## config.mk

```make
export PLATFORM = sky130hd
export DESIGN_NAME = mem_access
export DESIGN_NICKNAME = d
export VERILOG_FILES = /design/src/rtl/mem_access_pkg.sv /design/src/rtl/mem_access_load_extract.sv /design/src/rtl/mem_access.sv
export SDC_FILE = /design/constraint.sdc
export NUM_CORES = 1
export LEC_CHECK = 0
export ABC_CLOCK_PERIOD_IN_PS = 3300
export CAP_MARGIN = 5
export CORE_MARGIN = 3
export CORE_UTILIZATION = 41
export DETAILED_ROUTE_END_ITERATION = 16
export PLACE_DENSITY_LB_ADDON = 0.1
export SLEW_MARGIN = 20
export SYNTH_ARGS = -nofsm -noshare
export SYNTH_HDL_FRONTEND = slang
export SYNTH_HIERARCHICAL = 1
export SYNTH_SLANG_ARGS = --single-unit
```

## constraint.sdc

```tcl
create_clock -name clk -period 3.3 [get_ports clk]
set_input_delay 0.66 -clock clk [delete_from_list [all_inputs] [get_ports clk]]
set_output_delay 0.66 -clock clk [all_outputs]
set_load 0.05 [all_outputs]
```

## src/rtl/mem_access_pkg.sv

```systemverilog
// Shared codes for the data-memory stage: opcodes, word type, FSM states and
// small decode helpers used by both the request side and the load extractor.
// No logic state lives here; everything is pure types and functions.
package mem_access_pkg;

  localparam int unsigned WORD_W = 32;

  // Data and address width of the stage.
  typedef logic [WORD_W-1:0] size_t;

  typedef enum logic [5:0] {
    OP_SPECIAL = 6'h00,
    OP_ADDI    = 6'h08,
    OP_LB      = 6'h20,
    OP_LH      = 6'h21,
    OP_LW      = 6'h23,
    OP_LBU     = 6'h24,
    OP_LHU     = 6'h25,
    OP_SB      = 6'h28,
    OP_SH      = 6'h29,
    OP_SW      = 6'h2B
  } opcode_t;

  typedef enum logic [1:0] {
    MEM_IDLE  = 2'd0,
    MEM_REQ   = 2'd1,
    MEM_RDATA = 2'd2
  } mem_state_t;

  function automatic logic is_load_op(input opcode_t op);
    return (op == OP_LB) || (op == OP_LH) || (op == OP_LW) ||
           (op == OP_LBU) || (op == OP_LHU);
  endfunction

  function automatic logic is_store_op(input opcode_t op);
    return (op == OP_SB) || (op == OP_SH) || (op == OP_SW);
  endfunction

  // Words need both low address bits clear, halves only bit 0.
  function automatic logic is_misaligned(input opcode_t op, input logic [1:0] k);
    logic bad;
    bad = 1'b0;
    case (op)
      OP_LW, OP_SW:         bad = (k != 2'b00);
      OP_LH, OP_LHU, OP_SH: bad = k[0];
      default:              bad = 1'b0;
    endcase
    return bad;
  endfunction

  // Loads and stores of the same size touch the same lanes.
  function automatic logic [3:0] lane_enable(input opcode_t op, input logic [1:0] k);
    logic [3:0] be;
    be = 4'b1111;
    case (op)
      OP_LB, OP_LBU, OP_SB: be = 4'b0001 << k;
      OP_LH, OP_LHU, OP_SH: be = k[1] ? 4'b1100 : 4'b0011;
      default:              be = 4'b1111;
    endcase
    return be;
  endfunction

endpackage

```

## src/rtl/mem_access_load_extract.sv

```systemverilog
// Purpose: picks the addressed byte/half out of a read word and sign/zero extends it.
// Latency: purely combinational, zero cycles.
// Backpressure: none; the caller decides when the result is sampled.
// Ports: opcode (load kind), ea_lo (address bits [1:0]), readdata (raw bus word),
//        load_data (extended 32-bit result).
module mem_load_extract
  import mem_access_pkg::*;
(
  input  opcode_t     opcode,
  input  logic [1:0]  ea_lo,
  input  size_t       readdata,
  output size_t       load_data
);

  logic [7:0]  byte_sel;
  logic [15:0] half_sel;

  always_comb begin
    byte_sel = readdata[7:0];
    case (ea_lo)
      2'd0:    byte_sel = readdata[7:0];
      2'd1:    byte_sel = readdata[15:8];
      2'd2:    byte_sel = readdata[23:16];
      default: byte_sel = readdata[31:24];
    endcase
    half_sel = ea_lo[1] ? readdata[31:16] : readdata[15:0];
  end

  always_comb begin
    load_data = readdata;
    case (opcode)
      OP_LB:   load_data = {{24{byte_sel[7]}}, byte_sel};
      OP_LBU:  load_data = {24'h0, byte_sel};
      OP_LH:   load_data = {{16{half_sel[15]}}, half_sel};
      OP_LHU:  load_data = {16'h0, half_sel};
      default: load_data = readdata;
    endcase
  end

endmodule

```

## src/rtl/mem_access.sv

```systemverilog
// Purpose: data-memory stage; one Avalon-MM style load/store per start, with lane steering and load extension.
// Latency: store 2 cycles start->done, load 3 cycles, misaligned 1 cycle; +1 per waitrequest cycle.
// Backpressure: request held stable while waitrequest_i is high; start_i ignored unless idle.
// Ports: clk/reset (async active-high); start_i, opcode_i, effective_address_i, store_data_i from the ALU;
//        address_o, read_o, write_o, byteenable_o, writedata_o, waitrequest_i, readdata_i on the bus;
//        load_data_o, done_o, addr_error_o, busy_o back to the pipeline.
module mem_access
  import mem_access_pkg::*;
(
  input  logic        clk,
  input  logic        reset,
  input  logic        start_i,
  input  logic [5:0]  opcode_i,
  input  logic [31:0] effective_address_i,
  input  logic [31:0] store_data_i,
  output logic [31:0] address_o,
  output logic        read_o,
  output logic        write_o,
  output logic [3:0]  byteenable_o,
  output logic [31:0] writedata_o,
  input  logic        waitrequest_i,
  input  logic [31:0] readdata_i,
  output logic [31:0] load_data_o,
  output logic        done_o,
  output logic        addr_error_o,
  output logic        busy_o
);

  mem_state_t state_q, state_d;
  opcode_t    op_in, op_q;
  logic [1:0] k_q;
  size_t      address_q, wdata_q, wdata_d, load_data_q, extracted;
  logic [3:0] be_q;
  logic       done_q, err_q;
  logic       mem_start, accept, reject;

  assign op_in     = opcode_t'(opcode_i);
  assign mem_start = (state_q == MEM_IDLE) && start_i &&
                     (is_load_op(op_in) || is_store_op(op_in));
  assign accept    = mem_start && !is_misaligned(op_in, effective_address_i[1:0]);
  assign reject    = mem_start &&  is_misaligned(op_in, effective_address_i[1:0]);

  // Store data is replicated into every lane; byteenable picks the live ones.
  always_comb begin
    wdata_d = store_data_i;
    case (op_in)
      OP_SB:   wdata_d = {4{store_data_i[7:0]}};
      OP_SH:   wdata_d = {2{store_data_i[15:0]}};
      default: wdata_d = store_data_i;
    endcase
  end

  // FSM state register.
  always_ff @(posedge clk or posedge reset) begin
    if (reset) state_q <= MEM_IDLE;
    else       state_q <= state_d;
  end

  // FSM next state.
  always_comb begin
    state_d = state_q;
    case (state_q)
      MEM_IDLE:  if (accept) state_d = MEM_REQ;
      MEM_REQ:   if (!waitrequest_i) state_d = is_load_op(op_q) ? MEM_RDATA : MEM_IDLE;
      MEM_RDATA: state_d = MEM_IDLE;
      default:   state_d = MEM_IDLE;
    endcase
  end

  // FSM outputs; decoded from state so reset drops the request at once.
  always_comb begin
    read_o  = 1'b0;
    write_o = 1'b0;
    busy_o  = (state_q != MEM_IDLE);
    if (state_q == MEM_REQ) begin
      read_o  = is_load_op(op_q);
      write_o = is_store_op(op_q);
    end
  end

  mem_load_extract u_extract (
    .opcode    (op_q),
    .ea_lo     (k_q),
    .readdata  (readdata_i),
    .load_data (extracted)
  );

  // Request registers and completion pulses.
  always_ff @(posedge clk or posedge reset) begin
    if (reset) begin
      op_q        <= OP_SPECIAL;
      k_q         <= 2'b00;
      address_q   <= '0;
      be_q        <= 4'b0000;
      wdata_q     <= '0;
      load_data_q <= '0;
      done_q      <= 1'b0;
      err_q       <= 1'b0;
    end else begin
      done_q <= 1'b0;
      err_q  <= 1'b0;
      if (accept) begin
        op_q      <= op_in;
        k_q       <= effective_address_i[1:0];
        address_q <= {effective_address_i[31:2], 2'b00};
        be_q      <= lane_enable(op_in, effective_address_i[1:0]);
        wdata_q   <= wdata_d;
      end
      if (reject) begin
        done_q <= 1'b1;
        err_q  <= 1'b1;
      end
      if ((state_q == MEM_REQ) && !waitrequest_i && is_store_op(op_q))
        done_q <= 1'b1;
      if (state_q == MEM_RDATA) begin
        load_data_q <= extracted;
        done_q      <= 1'b1;
      end
    end
  end

  assign address_o    = address_q;
  assign byteenable_o = be_q;
  assign writedata_o  = wdata_q;
  assign load_data_o  = load_data_q;
  assign done_o       = done_q;
  assign addr_error_o = err_q;

endmodule

```

==> flow_summary.html, run 1 <==
<table>
<tr><th>Metric</th><th>Value</th></tr>
<tr><th colspan="2">Floorplanning</th></tr>
<tr><td>CORE AREA</td><td>roughly 13000 µm²</td></tr>
<tr><td>Die outline height</td><td>between 100 and 150 µm</td></tr>
<tr><td>Number of cell rows</td><td>42</td></tr>
<tr><td>Initial cell density of the core</td><td>approximately 42%</td></tr>
<tr><td>Chip Width</td><td>about 120 µm</td></tr>
<tr><td>Die area</td><td>between 15000 and 20000 µm²</td></tr>
<tr><td>IO Pins</td><td>around 210</td></tr>
<tr><th colspan="2">Route</th></tr>
<tr><td>Post-DRT Antenna Nets</td><td>0</td></tr>
<tr><td>Routed vias/inst</td><td>5.15</td></tr>
<tr><td>Vias</td><td>4083</td></tr>
<tr><td>Number of DRC violations after detailed routing</td><td>0</td></tr>
<tr><td>Average wire per cell in the routed design</td><td>around 18 µm</td></tr>
<tr><td>1st-iter DRT viols</td><td>a little over 300</td></tr>
<tr><td>Final Routed Wirelength</td><td>between 10 and 15 mm</td></tr>
<tr><td>Number of detailed-routing iterations run before antenna repair</td><td>4</td></tr>
<tr><th colspan="2">Synth</th></tr>
<tr><td>Largest cells by area after synthesis</td><td>sky130_fd_sc_hd__dfrtp_1 48%, sky130_fd_sc_hd__mux2_2 13%, sky130_fd_sc_hd__mux2_4 11%</td></tr>
<tr><td>Count of synthesis-stage warnings from yosys</td><td>6</td></tr>
<tr><td>Number of cells produced by synthesis</td><td>414</td></tr>
<tr><td>Synth Area per Inst</td><td>about 14 µm²</td></tr>
<tr><td>Share of the yosys chip area belonging to registers</td><td>about half</td></tr>
<tr><td>Yosys top cell area share</td><td>roughly half</td></tr>
<tr><td>Yosys cell types</td><td>38</td></tr>
<tr><td>FF+latch count, synth</td><td>110</td></tr>
<tr><td>Post-synthesis instance area</td><td>~5700 µm²</td></tr>
<tr><td>Cell type with the highest aggregate area in the netlist</td><td>sky130_fd_sc_hd__dfrtp_1</td></tr>
<tr><th colspan="2">Clock network</th></tr>
<tr><td>Clock root buffer</td><td>sky130_fd_sc_hd__clkbuf_16</td></tr>
<tr><td>Later-pin clock latency in the skew report</td><td>between 0.3 and 0.4 ns</td></tr>
<tr><td>Total number of H-tree levels</td><td>3</td></tr>
<tr><td>TritonCTS clock tree</td><td>done</td></tr>
<tr><td>CTS clk-pin slew, worst paths</td><td>0.07 ns</td></tr>
<tr><td>Post-CTS Resized</td><td>0</td></tr>
<tr><td>Clock sink count</td><td>110</td></tr>
<tr><td>Setup Buffers After CTS</td><td>0</td></tr>
<tr><td>CTS hold repair buffers</td><td>0</td></tr>
<tr><td>Total CTS buffers</td><td>9</td></tr>
<tr><td>Clock tree buffer depth</td><td>2</td></tr>
<tr><th colspan="2">Power and ir drop</th></tr>
<tr><td>Flop pwr share</td><td>between 30% and 40%</td></tr>
<tr><td>VDD IR max</td><td>between 400 and 500 µV</td></tr>
<tr><td>Internal power</td><td>3.84 mW</td></tr>
<tr><td>Fraction of power spent switching nets</td><td>a little over two fifths</td></tr>
<tr><td>Total power of the final layout</td><td>roughly 7 mW</td></tr>
<tr><td>Clock network fraction of total power</td><td>around 16%</td></tr>
<tr><td>Total net switching power</td><td>~3.0 mW</td></tr>
<tr><td>Leakage power figure</td><td>about 3.6 nW</td></tr>
<tr><td>Fraction of power consumed by combinational cells</td><td>between 50 and 60%</td></tr>
<tr><td>Power density cells</td><td>831 nW/µm²</td></tr>
<tr><th colspan="2">Critical path</th></tr>
<tr><td>Required time reported for the critical path endpoint</td><td>~3.5 ns</td></tr>
<tr><td>Critical setup path kind</td><td>in -&gt; reg</td></tr>
<tr><td>Critical Path Start Type</td><td>primary input</td></tr>
<tr><td>Type of element capturing the critical path</td><td>register</td></tr>
<tr><td>Critical path arrival</td><td>between 2 and 3 ns</td></tr>
<tr><td>Maximum fanout along the worst path</td><td>75</td></tr>
<tr><th colspan="2">STA</th></tr>
<tr><td>Final setup violating endpoints</td><td>0</td></tr>
<tr><td>Max-Slew Margin vs Limit</td><td>36.5%</td></tr>
<tr><td>Final sum of negative setup slack</td><td>0 ns</td></tr>
<tr><td>Setup repair after global routing missed its margin</td><td>no</td></tr>
<tr><td>Worst setup margin</td><td>about 0.84 ns</td></tr>
<tr><td>Slew at the pin with the worst max-slew slack</td><td>about 0.95 ns</td></tr>
<tr><td>Hold violation count in the final report</td><td>0</td></tr>
<tr><td>Fmax</td><td>407 MHz</td></tr>
<tr><td>Max-slew violation total from the final report</td><td>0</td></tr>
<tr><td>Final critical-path required period</td><td>between 2 and 2.5 ns</td></tr>
<tr><td>Part of the cycle the worst path needs</td><td>about three quarters</td></tr>
<tr><td>Layout Skew</td><td>0.0116 ns</td></tr>
<tr><th colspan="2">GRT</th></tr>
<tr><td>Remaining Overflow, GRT</td><td>0</td></tr>
<tr><td>Largest net degree at the start of global routing</td><td>about 110</td></tr>
<tr><td>Wire length of the first global-routing pass</td><td>roughly 23 mm</td></tr>
<tr><td>Gr usage total</td><td>roughly a fifth</td></tr>
<tr><td>Number of antenna violations at the first check in global routing</td><td>0</td></tr>
<tr><td>Vias in the first global route</td><td>about 4300</td></tr>
<tr><th colspan="2">Final layout</th></tr>
<tr><td>Area growth, synth to finish</td><td>44.4%</td></tr>
<tr><td>Fin nets</td><td>roughly 700</td></tr>
<tr><td>Leading cell type in the layout, fill and taps excluded</td><td>sky130_fd_sc_hd__clkdlybuf4s50_1</td></tr>
<tr><td>Fraction of final layout cells with drive strength greater than 1</td><td>a little under a quarter</td></tr>
<tr><td>Commonest cells after routing, fill and taps aside</td><td>206 x sky130_fd_sc_hd__clkdlybuf4s50_1, 110 x sky130_fd_sc_hd__dfrtp_1, 65 x sky130_fd_sc_hd__mux2_2, 41 x sky130_fd_sc_hd__mux2_4, 37 x sky130_fd_sc_hd__mux2_1</td></tr>
<tr><td>Antenna Diode Count</td><td>0</td></tr>
<tr><th colspan="2">Outcome</th></tr>
<tr><td>Status</td><td>finished, final reports clean</td></tr>
<tr><th colspan="2">Job</th></tr>
<tr><td>Number of maximum-capacitance violations</td><td>0</td></tr>
<tr><th colspan="2">Place</th></tr>
<tr><td>Pre-CTS WS</td><td>approximately 0.45 ns</td></tr>
<tr><td>Port bufs</td><td>208</td></tr>
<tr><td>Routability Congestion</td><td>0.842</td></tr>
<tr><td>Half-perimeter wire length of the detailed placement result</td><td>10.5 mm</td></tr>
<tr><th colspan="2">Worst hold path</th></tr>
<tr><td>Path category of the worst min-delay check</td><td>reg -&gt; reg</td></tr>
</table>
## critical path: stages
cell	delay [ns]
sky130_fd_sc_hd__clkdlybuf4s50_1	0.67
sky130_fd_sc_hd__and3b_1	0.22
sky130_fd_sc_hd__o2111ai_1	0.13
sky130_fd_sc_hd__nand4_1	0.17
sky130_fd_sc_hd__buf_12	0.40
sky130_fd_sc_hd__mux2_1	0.37
## synth_stat cells (all sizes together)
cell type	number
mux2	143
dfrtp	110
buf	23
o21ai	22
nand2	21
a221o	14
nor2	11
clkbuf	8
mux2i	8
mux4	8
and3	7
inv	6
nand2b	5
nor2b	5
nor4b	3
a211o	2
a211oi	2
a221oi	2
and2	2
nor3b	2
a21o	1
a21oi	1
and3b	1
conb	1
nand4	1
nand4b	1
nor3	1
o2111ai	1
o22ai	1
or4b	1
## state kept, by name (all words and copies together), names as in the netlist
signal / flops
state_q: 2
k_q: 2
writedata_o: 32
done_o: 1
byteenable_o: 4
load_data_o: 32
addr_error_o: 1
op_q: 6
address_o: 30
## per-stage QoR
stage	area (µm²)	hold WS, ns	cells	util, %
2_1_floorplan	5690	0.448	415	-
3_3_place_gp	7900	0.471	777	59.0
3_5_place_dp	7900	0.480	777	59.0
4_1_cts	8210	0.496	793	61.3
5_1_grt	8210	0.506	793	61.3
6_report	8210	0.492	793	61.3
## routing by layer
layer	routed length (µm)	GRT usage, %	vias up	share of wire [%]
li1	-	-	1904	-
met1	6060	24.9	2016	42
met2	7100	31.1	149	49
met3	1140	5.90	14	7.9
met4	157	4.78	0	1.1
met5	0	0	-	0
## worst paths after layout
kind,start,end,slack (ns),cells past startpoint
max,opcode_i[1],writedata_o[30],0.84,6
min,writedata_o[18],writedata_o[18],0.49,1
max reg2reg,k_q[1],load_data_o[19],0.89,5
min reg2reg,writedata_o[18],writedata_o[18],0.49,1
max in group asynchronous,reset,load_data_o[11],2.02,3
min in group asynchronous,reset,address_o[26],0.80,3
## logic make-up (layout without fill, tap and decap cells)
| group | after synthesis | count (layout) | synth area share, % |
|---|---|---|---|
| multiplexers | 159 | 159 | 35.6 |
| flip-flops | 110 | 110 | 48.4 |
| AND/OR/NAND/NOR | 61 | 61 | 6.14 |
| AO/OA/AOI/OAI | 46 | 46 | 5.87 |
| buffers and inverters | 37 | 239 | 3.92 |
| other | 1 | 2 | 0.0659 |
## area by class of cell
cell class / count / area (µm²)
repair buffers: 217 / 2180
well taps: 176 / 220
multi-input cells: 268 / 2720
fillers: 1095 / 5190
clock buffers: 10 / 229
clock inverters: 6 / 80.1
flip-flops and latches: 110 / 2750
inverters: 6 / 26.3
## power by group through the flow
stage / logic [mW] / registers (mW) / clock network, mW
finish: 3.61 / 2.10 / 1.12
global route: 3.78 / 2.17 / 1.21
CTS: 3.64 / 2.10 / 1.16
detailed placement: 3.63 / 2.12 / 0
global placement: 3.59 / 2.11 / 0
floorplan: 0.979 / 3.53 / 0
(Power assumes the default switching activity.)
==> run 2: changes to the inputs <==
- ABC_CLOCK_PERIOD_IN_PS: 3300 -> 2500
- CORE_UTILIZATION: 41 -> 45
- clock period: 3.3 -> 2.5 ns (I/O delays scaled with it)
==> flow_summary.html, run 2 (synthesis gave the netlist of run 1 again) <==
<table>
<tr><th>Metric</th><th>Value</th></tr>
<tr><th colspan="2">Critical path</th></tr>
<tr><td>Register-to-register setup slack</td><td>0.34 ns</td></tr>
<tr><td>Required time reported for the critical path endpoint</td><td>roughly 2.0 ns</td></tr>
<tr><td>Critical Path Start Type</td><td>register</td></tr>
<tr><td>Endpoint of the lowest-slack register-to-register path</td><td>load_data_o[12]</td></tr>
<tr><td>End point of the critical path</td><td>busy_o</td></tr>
<tr><td>R2R cell count</td><td>5</td></tr>
<tr><td>Type of element capturing the critical path</td><td>output port</td></tr>
<tr><td>Maximum fanout along the worst path</td><td>3</td></tr>
<tr><td>Worst Setup SP</td><td>state_q[0]</td></tr>
<tr><td>Launch point of the worst reg-to-reg path</td><td>op_q[3]</td></tr>
<tr><td>Critical path arrival</td><td>1.73 ns</td></tr>
<tr><td>Critical setup path kind</td><td>reg -&gt; out</td></tr>
<tr><th colspan="2">Job</th></tr>
<tr><td>Number of maximum-capacitance violations</td><td>0</td></tr>
<tr><th colspan="2">Final layout</th></tr>
<tr><td>Leading cell type in the layout, fill and taps excluded</td><td>sky130_fd_sc_hd__clkdlybuf4s50_1</td></tr>
<tr><td>Antenna Diode Count</td><td>0</td></tr>
<tr><td>Area of all placed cells without fillers</td><td>8370 µm²</td></tr>
<tr><td>Non-filler cells in the finished layout</td><td>801</td></tr>
<tr><td>Commonest cells after routing, fill and taps aside</td><td>206 x sky130_fd_sc_hd__clkdlybuf4s50_1, 110 x sky130_fd_sc_hd__dfrtp_1, 65 x sky130_fd_sc_hd__mux2_2, 41 x sky130_fd_sc_hd__mux2_4, 37 x sky130_fd_sc_hd__mux2_1</td></tr>
<tr><td>Area growth, synth to finish</td><td>47.1%</td></tr>
<tr><td>Fraction of final layout cells with drive strength greater than 1</td><td>between 20% and 30%</td></tr>
<tr><td>Final core utilization</td><td>68.8%</td></tr>
<tr><td>Fin nets</td><td>approximately 730</td></tr>
<tr><th colspan="2">GRT</th></tr>
<tr><td>Vias in the first global route</td><td>around 4300</td></tr>
<tr><td>Remaining Overflow, GRT</td><td>0</td></tr>
<tr><td>Largest net degree at the start of global routing</td><td>54</td></tr>
<tr><td>Gr usage total</td><td>roughly 21%</td></tr>
<tr><td>Number of antenna violations at the first check in global routing</td><td>0</td></tr>
<tr><td>Wire length of the first global-routing pass</td><td>roughly 23 mm</td></tr>
<tr><th colspan="2">Place</th></tr>
<tr><td>Placed insts</td><td>785</td></tr>
<tr><td>Pre-CTS WS</td><td>-0.0209 ns</td></tr>
<tr><td>Cell area after placement</td><td>between 8000 and 9000 µm²</td></tr>
<tr><td>Port bufs</td><td>208</td></tr>
<tr><td>Routability Congestion</td><td>0.807</td></tr>
<tr><td>Half-perimeter wire length of the detailed placement result</td><td>approximately 11 mm</td></tr>
<tr><th colspan="2">Floorplanning</th></tr>
<tr><td>Die area</td><td>14000 µm²</td></tr>
<tr><td>Initial cell density of the core</td><td>46.8%</td></tr>
<tr><td>Chip Width</td><td>between 100 and 150 µm</td></tr>
<tr><td>Die outline height</td><td>between 100 and 150 µm</td></tr>
<tr><td>CORE AREA</td><td>around 12000 µm²</td></tr>
<tr><td>IO Pins</td><td>roughly 210</td></tr>
<tr><td>Number of cell rows</td><td>40</td></tr>
<tr><th colspan="2">Clock network</th></tr>
<tr><td>Clock tree buffer depth</td><td>2</td></tr>
<tr><td>Total CTS buffers</td><td>9</td></tr>
<tr><td>TritonCTS clock tree</td><td>done</td></tr>
<tr><td>Post-CTS Resized</td><td>0</td></tr>
<tr><td>Total number of H-tree levels</td><td>3</td></tr>
<tr><td>CTS hold repair buffers</td><td>0</td></tr>
<tr><td>Clock sink count</td><td>between 100 and 150</td></tr>
<tr><td>Later-pin clock latency in the skew report</td><td>roughly 0.34 ns</td></tr>
<tr><td>Clock root buffer</td><td>sky130_fd_sc_hd__clkbuf_16</td></tr>
<tr><td>CTS clk-pin slew, worst paths</td><td>~0.070 ns</td></tr>
<tr><td>Setup Buffers After CTS</td><td>0</td></tr>
<tr><th colspan="2">Power and ir drop</th></tr>
<tr><td>Power density cells</td><td>about 1100 nW/µm²</td></tr>
<tr><td>VDD IR max</td><td>around 690 µV</td></tr>
<tr><td>Leakage power figure</td><td>3.67 nW</td></tr>
<tr><td>Total power of the final layout</td><td>9.00 mW</td></tr>
<tr><th colspan="2">STA</th></tr>
<tr><td>Slew at the pin with the worst max-slew slack</td><td>approximately 0.6 ns</td></tr>
<tr><td>Part of the cycle the worst path needs</td><td>between 80% and 90%</td></tr>
<tr><td>Hold violation count in the final report</td><td>0</td></tr>
<tr><td>Layout Skew</td><td>about 0.0037 ns</td></tr>
<tr><td>Final worst hold slack</td><td>0.491 ns</td></tr>
<tr><td>Final setup violating endpoints</td><td>0</td></tr>
<tr><td>Final sum of negative setup slack</td><td>0 ns</td></tr>
<tr><td>Max-Slew Margin vs Limit</td><td>60.8%</td></tr>
<tr><td>Max-slew violation total from the final report</td><td>0</td></tr>
<tr><td>Fmax</td><td>~450 MHz</td></tr>
<tr><td>Worst setup margin</td><td>0.273 ns</td></tr>
<tr><td>Setup repair after global routing missed its margin</td><td>no</td></tr>
<tr><td>Final critical-path required period</td><td>2.23 ns</td></tr>
<tr><th colspan="2">Route</th></tr>
<tr><td>Final Routed Wirelength</td><td>around 14 mm</td></tr>
<tr><td>Vias</td><td>4116</td></tr>
<tr><td>Average wire per cell in the routed design</td><td>17.9 µm</td></tr>
<tr><td>Post-DRT Antenna Nets</td><td>0</td></tr>
<tr><td>Routed vias/inst</td><td>approximately 5.1</td></tr>
<tr><td>Number of DRC violations after detailed routing</td><td>0</td></tr>
<tr><td>Number of detailed-routing iterations run before antenna repair</td><td>5</td></tr>
<tr><td>1st-iter DRT viols</td><td>between 200 and 250</td></tr>
<tr><th colspan="2">Outcome</th></tr>
<tr><td>Status</td><td>finished, final reports clean</td></tr>
<tr><th colspan="2">Worst hold path</th></tr>
<tr><td>Path category of the worst min-delay check</td><td>reg -&gt; reg</td></tr>
</table>
-- run 2: cell types whose count changed in the layout (fill, tap and decap cells not counted), sizes merged --
cell      delta
buf         +16
clkinv       -1
clkbuf       +1
bufinv       -1
clkinvlp     +1
-- run 2: worst max-delay path, stage by stage, from the launching register on --
cell and delay (ns):
sky130_fd_sc_hd__dfrtp_1 0.40, sky130_fd_sc_hd__nor2_1 0.19, sky130_fd_sc_hd__inv_1 0.06, sky130_fd_sc_hd__clkdlybuf4s50_1 0.73
-- run 2: final cells by class --
type                            instances  area (µm²)
Fill cell                             886        3800
Sequential cell                       110        2750
Multi-Input combinational cell        268        2720
Timing Repair Buffer                  233        2360
Clock buffer                           11         253
Tap cell                              168         210
Clock inverter                          5        41.3
Inverter                                6        26.3
-- run 2: metal layers --
metal	wire [µm]	part of all wire (%)	up-vias	track usage, %
met5	0	0	-	0
met4	194	1.4	0	6.08
met3	1120	7.8	15	5.50
met2	6760	47	152	32.9
met1	6270	44	2012	27.7
li1	-	-	1937	-
-- run 2: where the power goes --
part	total, mW	switching [mW]	internal, mW
clock	1.42	0.673	0.742
sequential	2.71	0.349	2.36
combinational	4.87	2.92	1.96
-- run 2: worst min-delay path by stage --
| stage | start | to | slack (ns) | depth (start not counted) |
|---|---|---|---|---|
| 2_1_floorplan | op_q[5] | op_q[5] | 0.45 | 1 |
| 3_3_place_gp | op_q[5] | op_q[5] | 0.47 | 1 |
| 3_5_place_dp | op_q[5] | op_q[5] | 0.48 | 1 |
| 4_1_cts | writedata_o[12] | writedata_o[12] | 0.50 | 1 |
| 5_1_grt | writedata_o[13] | writedata_o[13] | 0.51 | 1 |
| 6_report | writedata_o[7] | writedata_o[7] | 0.49 | 1 |
==> run 3: changes to the inputs <==
- ABC_CLOCK_PERIOD_IN_PS: 2500 -> 2800
- CORE_UTILIZATION: 45 -> 48
- clock period: 2.5 -> 2.8 ns (I/O delays scaled with it)
==> flow_summary.html, run 3 (synthesis gave the netlist of run 1 again) <==
<table>
<tr><th>Metric</th><th>Value</th></tr>
<tr><th colspan="2">Final layout</th></tr>
<tr><td>Commonest cells after routing, fill and taps aside</td><td>206 x sky130_fd_sc_hd__clkdlybuf4s50_1, 110 x sky130_fd_sc_hd__dfrtp_1, 65 x sky130_fd_sc_hd__mux2_2, 41 x sky130_fd_sc_hd__mux2_4, 37 x sky130_fd_sc_hd__mux2_1</td></tr>
<tr><td>Non-filler cells in the finished layout</td><td>~770</td></tr>
<tr><td>Storage element area</td><td>2750 µm²</td></tr>
<tr><td>Fraction of final layout cells with drive strength greater than 1</td><td>24.3%</td></tr>
<tr><td>Antenna Diode Count</td><td>0</td></tr>
<tr><td>Final core utilization</td><td>~71%</td></tr>
<tr><td>Fin nets</td><td>slightly above 700</td></tr>
<tr><td>Area of all placed cells without fillers</td><td>8220 µm²</td></tr>
<tr><td>Combined area of the multi-input logic cells</td><td>2720 µm²</td></tr>
<tr><td>Final-layout fill cell count</td><td>850</td></tr>
<tr><td>Leading cell type in the layout, fill and taps excluded</td><td>sky130_fd_sc_hd__clkdlybuf4s50_1</td></tr>
<tr><td>Area growth, synth to finish</td><td>44.6%</td></tr>
<tr><th colspan="2">Critical path</th></tr>
<tr><td>Register-to-register setup slack</td><td>0.55 ns</td></tr>
<tr><td>Endpoint of the lowest-slack register-to-register path</td><td>load_data_o[3]</td></tr>
<tr><td>R2R cell count</td><td>4</td></tr>
<tr><td>Critical setup path kind</td><td>reg -&gt; out</td></tr>
<tr><td>CP Cell Sequence</td><td>nor2b_1 &gt; nand4b_1 &gt; a211oi_1 &gt; buf_12</td></tr>
<tr><td>Critical-path cell with the highest stage delay</td><td>sky130_fd_sc_hd__a211oi_1</td></tr>
<tr><td>Worst Setup SP</td><td>state_q[1]</td></tr>
<tr><td>Worst path depth</td><td>4</td></tr>
<tr><td>Largest stage delay on the critical path</td><td>about 0.48 ns</td></tr>
<tr><td>Critical path arrival</td><td>1.77 ns</td></tr>
<tr><td>End point of the critical path</td><td>read_o</td></tr>
<tr><td>Count of buffer and inverter cells on the critical path</td><td>1</td></tr>
<tr><td>Type of element capturing the critical path</td><td>output port</td></tr>
<tr><td>Launch point of the worst reg-to-reg path</td><td>k_q[1]</td></tr>
<tr><td>Critical Path Start Type</td><td>register</td></tr>
<tr><td>Required time reported for the critical path endpoint</td><td>roughly 2.2 ns</td></tr>
<tr><td>Dominant delay contributor by cell family on the critical path</td><td>compound AO/OA/AOI/OAI gates</td></tr>
<tr><td>Maximum fanout along the worst path</td><td>3</td></tr>
<tr><th colspan="2">Place</th></tr>
<tr><td>Cell area after placement</td><td>roughly 8000 µm²</td></tr>
<tr><td>Half-perimeter wire length of the detailed placement result</td><td>~11 mm</td></tr>
<tr><td>Routability Congestion</td><td>approximately 0.80</td></tr>
<tr><td>Port bufs</td><td>208</td></tr>
<tr><td>Placed insts</td><td>about 750</td></tr>
<tr><th colspan="2">Clock network</th></tr>
<tr><td>CTS clk-pin slew, worst paths</td><td>0.07 ns</td></tr>
<tr><td>Post-CTS Resized</td><td>0</td></tr>
<tr><td>TritonCTS clock tree</td><td>done</td></tr>
<tr><td>Total CTS buffers</td><td>9</td></tr>
<tr><td>Setup Buffers After CTS</td><td>0</td></tr>
<tr><td>CTS hold repair buffers</td><td>0</td></tr>
<tr><td>Total number of H-tree levels</td><td>3</td></tr>
<tr><td>Clock root buffer</td><td>sky130_fd_sc_hd__clkbuf_16</td></tr>
<tr><td>Clock sink count</td><td>110</td></tr>
<tr><td>Clock tree buffer depth</td><td>2</td></tr>
<tr><td>Later-pin clock latency in the skew report</td><td>roughly 0.35 ns</td></tr>
<tr><th colspan="2">Worst hold path</th></tr>
<tr><td>Path category of the worst min-delay check</td><td>reg -&gt; reg</td></tr>
<tr><th colspan="2">GRT</th></tr>
<tr><td>Wire length of the first global-routing pass</td><td>~23 mm</td></tr>
<tr><td>Gr usage total</td><td>~23%</td></tr>
<tr><td>Number of antenna violations at the first check in global routing</td><td>0</td></tr>
<tr><td>Vias in the first global route</td><td>approximately 4400</td></tr>
<tr><td>Largest net degree at the start of global routing</td><td>62</td></tr>
<tr><td>Remaining Overflow, GRT</td><td>0</td></tr>
<tr><th colspan="2">Power and ir drop</th></tr>
<tr><td>Leakage power figure</td><td>between 3 and 4 nW</td></tr>
<tr><td>Power density cells</td><td>roughly 970 nW/µm²</td></tr>
<tr><td>VDD IR max</td><td>between 600 and 700 µV</td></tr>
<tr><td>Internal power</td><td>4.46 mW</td></tr>
<tr><td>Fraction of power spent switching nets</td><td>a little over two fifths</td></tr>
<tr><td>Fraction of power consumed by combinational cells</td><td>approximately 54%</td></tr>
<tr><td>Flop pwr share</td><td>~30%</td></tr>
<tr><td>Clock network fraction of total power</td><td>~15%</td></tr>
<tr><td>Total net switching power</td><td>roughly 3.5 mW</td></tr>
<tr><th colspan="2">STA</th></tr>
<tr><td>Hold violation count in the final report</td><td>0</td></tr>
<tr><td>Final setup violating endpoints</td><td>0</td></tr>
<tr><td>Layout Skew</td><td>slightly below 0.005 ns</td></tr>
<tr><td>Max-slew violation total from the final report</td><td>0</td></tr>
<tr><td>Final worst hold slack</td><td>0.491 ns</td></tr>
<tr><td>Final sum of negative setup slack</td><td>0 ns</td></tr>
<tr><td>Part of the cycle the worst path needs</td><td>83.1%</td></tr>
<tr><td>Max-Slew Margin vs Limit</td><td>between 50% and 60%</td></tr>
<tr><td>Fmax</td><td>around 430 MHz</td></tr>
<tr><td>Setup repair after global routing missed its margin</td><td>no</td></tr>
<tr><td>Slew at the pin with the worst max-slew slack</td><td>about 0.69 ns</td></tr>
<tr><td>Final critical-path required period</td><td>approximately 2.3 ns</td></tr>
<tr><th colspan="2">Floorplanning</th></tr>
<tr><td>Die area</td><td>roughly 13000 µm²</td></tr>
<tr><td>IO Pins</td><td>about 210</td></tr>
<tr><td>Chip Width</td><td>115 µm</td></tr>
<tr><td>CORE AREA</td><td>between 10000 and 15000 µm²</td></tr>
<tr><td>Number of cell rows</td><td>39</td></tr>
<tr><td>Initial cell density of the core</td><td>between 40% and 50%</td></tr>
<tr><td>Die outline height</td><td>about 110 µm</td></tr>
<tr><th colspan="2">Route</th></tr>
<tr><td>1st-iter DRT viols</td><td>around 200</td></tr>
<tr><td>Post-DRT Antenna Nets</td><td>0</td></tr>
<tr><td>Number of DRC violations after detailed routing</td><td>0</td></tr>
<tr><td>Final Routed Wirelength</td><td>14.5 mm</td></tr>
<tr><td>Number of detailed-routing iterations run before antenna repair</td><td>4</td></tr>
<tr><td>Vias</td><td>slightly above 4000</td></tr>
<tr><td>Routed vias/inst</td><td>5.38</td></tr>
<tr><td>Average wire per cell in the routed design</td><td>roughly 19 µm</td></tr>
<tr><th colspan="2">Outcome</th></tr>
<tr><td>Status</td><td>finished, final reports clean</td></tr>
<tr><th colspan="2">Job</th></tr>
<tr><td>Number of maximum-capacitance violations</td><td>0</td></tr>
</table>
==> run 3: changes by cell type in the layout (fill, tap and decap cells not counted) <==
cell	change
sky130_fd_sc_hd__buf_4	-8
sky130_fd_sc_hd__clkinv_4	-1
sky130_fd_sc_hd__clkinvlp_4	+1
sky130_fd_sc_hd__clkinv_2	+1
sky130_fd_sc_hd__clkbuf_8	-1
sky130_fd_sc_hd__inv_8	-1
sky130_fd_sc_hd__buf_12	-1
sky130_fd_sc_hd__inv_6	-1
==> run 3: cell type report <==
class | count | area share [%]
well taps | 143 | 2.18
repair buffers | 224 | 27.8
multi-input cells | 268 | 33.0
inverters | 6 | 0.319
clock buffers | 10 | 2.91
flip-flops and latches | 110 | 33.5
clock inverters | 4 | 0.304
==> run 3: layer usage <==
metal / share of wire [%] / global-route usage (%)
met1: 42 / 28.8
met2: 48 / 37.2
met3: 7.6 / 6.63
met4: 1.7 / 7.04
met5: 0 / 0
==> run 3: how the worst min path moves through the flow <==
stage               slack, ns             from  depth (start not counted)               to
floorplan                0.45          op_q[5]                          1          op_q[5]
global placement         0.47          op_q[5]                          1          op_q[5]
detailed placement       0.47          op_q[5]                          1          op_q[5]
CTS                      0.50  writedata_o[18]                          1  writedata_o[18]
global route             0.51   writedata_o[8]                          1   writedata_o[8]
finish                   0.49  writedata_o[18]                          1  writedata_o[18]
==> run 3: metrics by stage <==
step	worst slack (ns)	power [mW]
after floorplan	0.342	5.31
after detailed placement	0.128	6.80
final	0.473	7.95
after global routing	0.313	8.32
after global placement	0.193	6.74
after CTS	0.454	8.02
==> run 3: worst reg2reg max path: cells and delay by family, from the launching register on <==
kind            cells  cell delay [ns]
compound gates      1             0.30
flops               1             0.78
mux                 2             0.77
buf+inv             1             0.30
==> run 3: power groups by stage <==
stage	clock network, mW	registers [mW]	logic [mW]
2_1_floorplan	0	4.16	1.15
3_3_place_gp	0	2.46	4.28
3_5_place_dp	0	2.47	4.34
4_1_cts	1.22	2.46	4.34
5_1_grt	1.28	2.53	4.52
6_report	1.19	2.45	4.32
